<file path="config.mk">
export PLATFORM = sky130hd
export DESIGN_NAME = ghash_mult_sequencer
export DESIGN_NICKNAME = d
export VERILOG_FILES = /design/src/rtl/ghash_mult_sequencer.sv
export SDC_FILE = /design/constraint.sdc
export NUM_CORES = 1
export LEC_CHECK = 0
export ABC_AREA = 1
export ABC_CLOCK_PERIOD_IN_PS = 2300
export BUFFER_PORTS_ARGS = -buffer_cell sky130_fd_sc_hd__buf_2
export CAP_MARGIN = 20
export CORE_AREA = 5 5 312 314
export CTS_BUF_LIST = sky130_fd_sc_hd__clkbuf_16
export DETAILED_ROUTE_END_ITERATION = 8
export DIE_AREA = 0 0 317 319
export GPL_TIMING_DRIVEN = 0
export MAX_ROUTING_LAYER = met4
export PLACE_DENSITY = 0.47
export REMOVE_ABC_BUFFERS = 1
export SETUP_SLACK_MARGIN = 0.2
export SLEW_MARGIN = 30
export SYNTH_ARGS = -nofsm -noshare
export SYNTH_HDL_FRONTEND = slang
export SYNTH_SLANG_ARGS = --single-unit
</file>
<file path="constraint.sdc">
create_clock -name clk -period 2.3 [get_ports clk]
set_input_delay 0 -clock clk [delete_from_list [all_inputs] [get_ports clk]]
set_output_delay 0 -clock clk [all_outputs]
set_load 0.005 [all_outputs]
</file>
<file path="src/rtl/ghash_mult_sequencer.sv">
// GHASH accumulation controller: Y_i = (Y_{i-1} ^ X_i) * H over a block stream,
// sequencing one shared GF(2^DEGREE) multiplier with a completion timeout.
module ghash_mult_sequencer #(
   parameter int DEGREE  = 128,
   parameter int CNT_W   = 32,
   parameter int TIMEOUT = 1024
) (
   input  logic              clk,
   input  logic              rst_n,
   input  logic              h_load,
   input  logic [DEGREE-1:0] h_in,
   input  logic              start,
   input  logic              abort,
   input  logic              blk_valid,
   output logic              blk_ready,
   input  logic [DEGREE-1:0] blk_data,
   input  logic              blk_last,
   output logic              tag_valid,
   output logic [DEGREE-1:0] tag,
   input  logic              tag_ack,
   output logic              busy,
   output logic              error,
   output logic [CNT_W-1:0]  blk_count,
   output logic              mult_go,
   output logic [DEGREE-1:0] mult_x,
   output logic [DEGREE-1:0] mult_y,
   input  logic [DEGREE-1:0] mult_result,
   input  logic              mult_finished
);

   localparam int TMR_W = $clog2(TIMEOUT) + 1;

   typedef enum logic [2:0] {
      S_IDLE,
      S_WAIT_BLK,
      S_LAUNCH,
      S_WAIT_MULT,
      S_DONE,
      S_ERR
   } state_t;

   state_t            state_reg, state_next;
   logic [DEGREE-1:0] h_reg;
   logic [DEGREE-1:0] y_reg;
   logic              h_valid_reg;
   logic              last_reg;
   logic              seen_low_reg;
   logic [TMR_W-1:0]  timer_reg;

   logic load_h;
   logic start_ok;
   logic accept;
   logic complete;

   always_comb begin
      state_next = state_reg;
      load_h     = 1'b0;
      start_ok   = 1'b0;
      accept     = 1'b0;
      complete   = 1'b0;
      if (abort) begin
         state_next = S_IDLE;
      end else begin
         case (state_reg)
            S_IDLE: begin
               load_h = h_load;
               if (start && (h_valid_reg || h_load)) begin
                  start_ok   = 1'b1;
                  state_next = S_WAIT_BLK;
               end
            end
            S_WAIT_BLK: begin
               if (blk_valid) begin
                  accept     = 1'b1;
                  state_next = S_LAUNCH;
               end
            end
            S_LAUNCH: state_next = S_WAIT_MULT;
            S_WAIT_MULT: begin
               // A finished level is only trusted after it was seen low, so a
               // level left high by the previous product cannot be captured.
               if (mult_finished && seen_low_reg) begin
                  complete   = 1'b1;
                  state_next = last_reg ? S_DONE : S_WAIT_BLK;
               end else if (timer_reg == TMR_W'(TIMEOUT - 1)) begin
                  state_next = S_ERR;
               end
            end
            S_DONE: begin
               if (tag_ack) state_next = S_IDLE;
            end
            S_ERR:   state_next = S_ERR;
            default: state_next = S_IDLE;
         endcase
      end
   end

   assign blk_ready = (state_reg == S_WAIT_BLK);
   assign busy      = (state_reg != S_IDLE);

   always_ff @(posedge clk or negedge rst_n) begin
      if (!rst_n) begin
         state_reg    <= S_IDLE;
         h_reg        <= '0;
         y_reg        <= '0;
         h_valid_reg  <= 1'b0;
         last_reg     <= 1'b0;
         seen_low_reg <= 1'b0;
         timer_reg    <= '0;
         mult_go      <= 1'b0;
         mult_x       <= '0;
         mult_y       <= '0;
         tag          <= '0;
         tag_valid    <= 1'b0;
         error        <= 1'b0;
         blk_count    <= '0;
      end else begin
         state_reg <= state_next;
         mult_go   <= (state_next == S_LAUNCH);
         tag_valid <= (state_next == S_DONE);
         error     <= (state_next == S_ERR);

         if (load_h) begin
            h_reg       <= h_in;
            h_valid_reg <= 1'b1;
         end
         if (start_ok) begin
            y_reg     <= '0;
            blk_count <= '0;
         end
         // Operands are latched on accept and held untouched until the next accept.
         if (accept) begin
            mult_x   <= y_reg ^ blk_data;
            mult_y   <= h_reg;
            last_reg <= blk_last;
         end
         if (state_reg == S_LAUNCH) begin
            seen_low_reg <= 1'b0;
            timer_reg    <= '0;
         end
         if (state_reg == S_WAIT_MULT) begin
            timer_reg <= timer_reg + 1'b1;
            if (!mult_finished) seen_low_reg <= 1'b1;
         end
         if (complete) begin
            y_reg <= mult_result;
            if (blk_count != '1) blk_count <= blk_count + 1'b1;
            if (last_reg) tag <= mult_result;
         end
      end
   end

endmodule

</file>
==> impl_metrics.json <==
{
  "post-dp-hpwl_um": 64900,
  "ys_seq_elements": 692,
  "cts_tree": "done",
  "r2r-start": "state_reg[2]$_DFF_PN0_",
  "ys_warn_count": 0,
  "p_int_mw": 25.0,
  "clock_latency_ps": 630,
  "start_util_pct": 29.5,
  "r2r_end": "mult_x[51]$_DFFE_PN0P_",
  "syn_to_final_growth_pct": 49.3,
  "antenna_left": 0,
  "nFillCells": 9345,
  "port_buffers": 813,
  "setup_viol": 0,
  "overflow": 0,
  "fin_crit_sh_pct": 85.7,
  "routed_wl_um": 108000,
  "criticalPathCategory": "reg2reg",
  "rows": 113,
  "p_switching_mw": 10.6,
  "finalCriticalPeriod_ps": 1970,
  "hold_path.class": "in2async",
  "slew_headroom_pct": 59.6,
  "design_area_um2": 41500,
  "leakagePower_nw": 21.1,
  "power.total_mw": 35.7,
  "drive_gt1_share_pct": 24.8,
  "outcome": "complete, but fails checks",
  "power.share.switching_pct": 29.8,
  "cp.arrival_ps": 2460,
  "cts-root-buf": "clkbuf_16",
  "clock-skew-final_ps": 18.6,
  "p_comb_share_pct": 21.2,
  "die_w_um": 317,
  "hold_viol": 87,
  "startpoint_type": "flop",
  "h-tree-depth": 3,
  "dr.pass1.iters": 7,
  "grtUsageTotal_pct": 20.7,
  "synth_top_area_share_pct": 62.3,
  "synth_area_leader_cell": "dfrtp_1",
  "cp.required_ps": 2790,
  "rsz0062_at_grt": "yes",
  "core_um2": 94300,
  "vdd_drop_max_v": 0.000552,
  "slew_viol_final": 0,
  "dpl_cell_area_um2": 33400,
  "drt-initial-drc-count": 1827,
  "gp_congestion": 0.833,
  "ys_seq_area_share_pct": 62.3,
  "p_per_area_nw_per_um2": 860,
  "vias_per_cell": 4.47,
  "avgRoutedWirePerCell_um": 19.5,
  "dr_total_vias": 24700,
  "pwr-share-clk_pct": 33.9,
  "tightest_slew_ps": 606,
  "antenna_found_initial": 13,
  "grt_max_degree": 113,
  "die_h_um": 319,
  "synthCells": 2960,
  "path_clk_slew_ps": 60,
  "grt_pass1_vias": 25400,
  "violations": "hold timing",
  "clk_path_buf_depth": 3,
  "grt_pass1_wl_um": 158000,
  "cts-buffers-inserted": 82,
  "drc_errors": 0,
  "cts.sinks": 692,
  "fmax_mhz": 508,
  "end_kind": "flop",
  "critPathMaxFanout": 24,
  "r2r_setup_slack_ps": 330,
  "synth.distinct_cells": 25,
  "tns_ps": 0,
  "synthTopCellsByArea": "dfrtp_1, nand2_1, o21ai_0",
  "final_nets": 4588,
  "drv_cap": 0,
  "ios": 814,
  "dieArea_um2": 101000,
  "avgSynthCellArea_um2": 9.38,
  "r2r_cells": 11,
  "syn_area_um2": 27800,
  "pwr-share-seq_pct": 45.0,
  "fin_hold_ws_ps": -66.2
}
==> per-stage QoR <==
stage	cells	utilization, %	setup slack, ps	hold WS [ps]
5_1_grt	5534	44.0	195	-64.6
3_3_place_gp	4874	34.7	-14750	207
3_5_place_dp	4897	35.4	-584	-126
4_1_cts	5498	43.5	161	-147
2_1_floorplan	2796	-	-3670	-296
6_report	5535	44.0	330	-66.2
==> cell type report <==
cell class,instances,area (um2),area share [%]
diodes,13,32.5,0.0784
clock buffers,83,2080,5.01
clock inverters,65,373,0.899
inverters,308,1210,2.92
multi-input cells,1799,8780,21.2
flip-flops and latches,692,17300,41.8
well taps,1265,1580,3.82
repair buffers,1308,10100,24.3
repair inverters,2,17.5,0.0422
==> routing by layer <==
| layer | vias to the layer above | track usage [%] | routed length (um) |
|---|---|---|---|
| met4 | 0 | 6.15 | 3080 |
| met3 | 152 | 5.73 | 8810 |
| li1 | 12000 | - | - |
| met5 | - | - | 0 |
| met1 | 11800 | 26.4 | 46400 |
| met2 | 775 | 32.5 | 49700 |
==> kinds of logic after synthesis <==
group	share of synthesized area, %
compound gates	12.1
xor+xnor	4.57
fa+ha+maj	0.0901
buf+inv	6.59
flops	62.3
simple gates	14.3
==> how the worst max path moves through the flow <==
| stage | start | end | slack, ps | depth (start not counted) |
|---|---|---|---|---|
| global placement | rst_n | tag[54]$_DFFE_PN0P_ | -14750 | 1 |
| detailed placement | blk_count[0]$_DFF_PN0_ | blk_count[2]$_DFF_PN0_ | -580 | 9 |
| global route | blk_count[1]$_DFF_PN0_ | blk_count[2]$_DFF_PN0_ | 190 | 9 |
| floorplan | state_reg[2]$_DFF_PN0_ | tag[103]$_DFFE_PN0P_ | -3670 | 7 |
| CTS | state_reg[2]$_DFF_PN0_ | y_reg[1]$_DFFE_PN0P_ | 160 | 10 |
| finish | state_reg[2]$_DFF_PN0_ | mult_x[51]$_DFFE_PN0P_ | 330 | 11 |
==> critical path, cell delays in order (launching register included) <==
cell and delay (ps):
dfrtp_1 430, inv_2 90, nand2_1 90, nor2_2 150, nand2_2 90, nor2_4 190
inv_12 50, buf_16 170, buf_16 180, clkbuf_16 200, nand2_1 70, o21ai_0 70
==> cell usage in the layout (no fill, tap or decap), types with 9 or more instances in the layout <==
cell type / n
buf_16: 43
buf_2: 812
buf_4: 24
clkbuf_16: 92
clkinv_1: 14
clkinv_2: 10
dfrtp_1: 691
diode_2: 13
dlygate4sd3_1: 401
inv_1: 327
inv_6: 9
nand2_1: 700
nand3_1: 184
nor2_1: 62
o21ai_0: 495
o21ai_1: 161
xnor2_1: 135
xor2_1: 10
==> power by group through the flow <==
stage               Combinational (mW)  Sequential [mW]  Clock, mW
floorplan                         2.39             16.4          0
detailed placement                6.73             16.2          0
global placement                  6.69             16.2          0
CTS                               7.59             16.0       12.5
finish                            7.55             16.0       12.1
global route                      8.54             16.4       13.0
==> synth_stat cells <==
master and instances:
o22ai_1 2, nand4_1 8, xor2_1 10, inv_2 5, inv_1 303, nor3_4 1
o21ai_0 499, or2_2 2, nand3_1 185, buf_4 1, nor2_4 2, nand3b_1 2
buf_2 45, xnor2_1 135, ha_1 2, nor3_1 4, o21ai_1 160, a22o_1 1
o31ai_1 2, nor2_1 70, dfrtp_1 692, clkbuf_1 106, buf_1 12, nand2_1 708
a21oi_1 3
==> timing repair <==
item,4_1_cts,5_1_grt
setup buffers,21,11
hold buffers,407,4
resized for setup,41,24
cloned,25,9
endpoints found under the setup margin,560,443
endpoints found under the hold margin,742,134
pin swaps,9,7
Note: power is estimated with default switching activity, not from simulation.
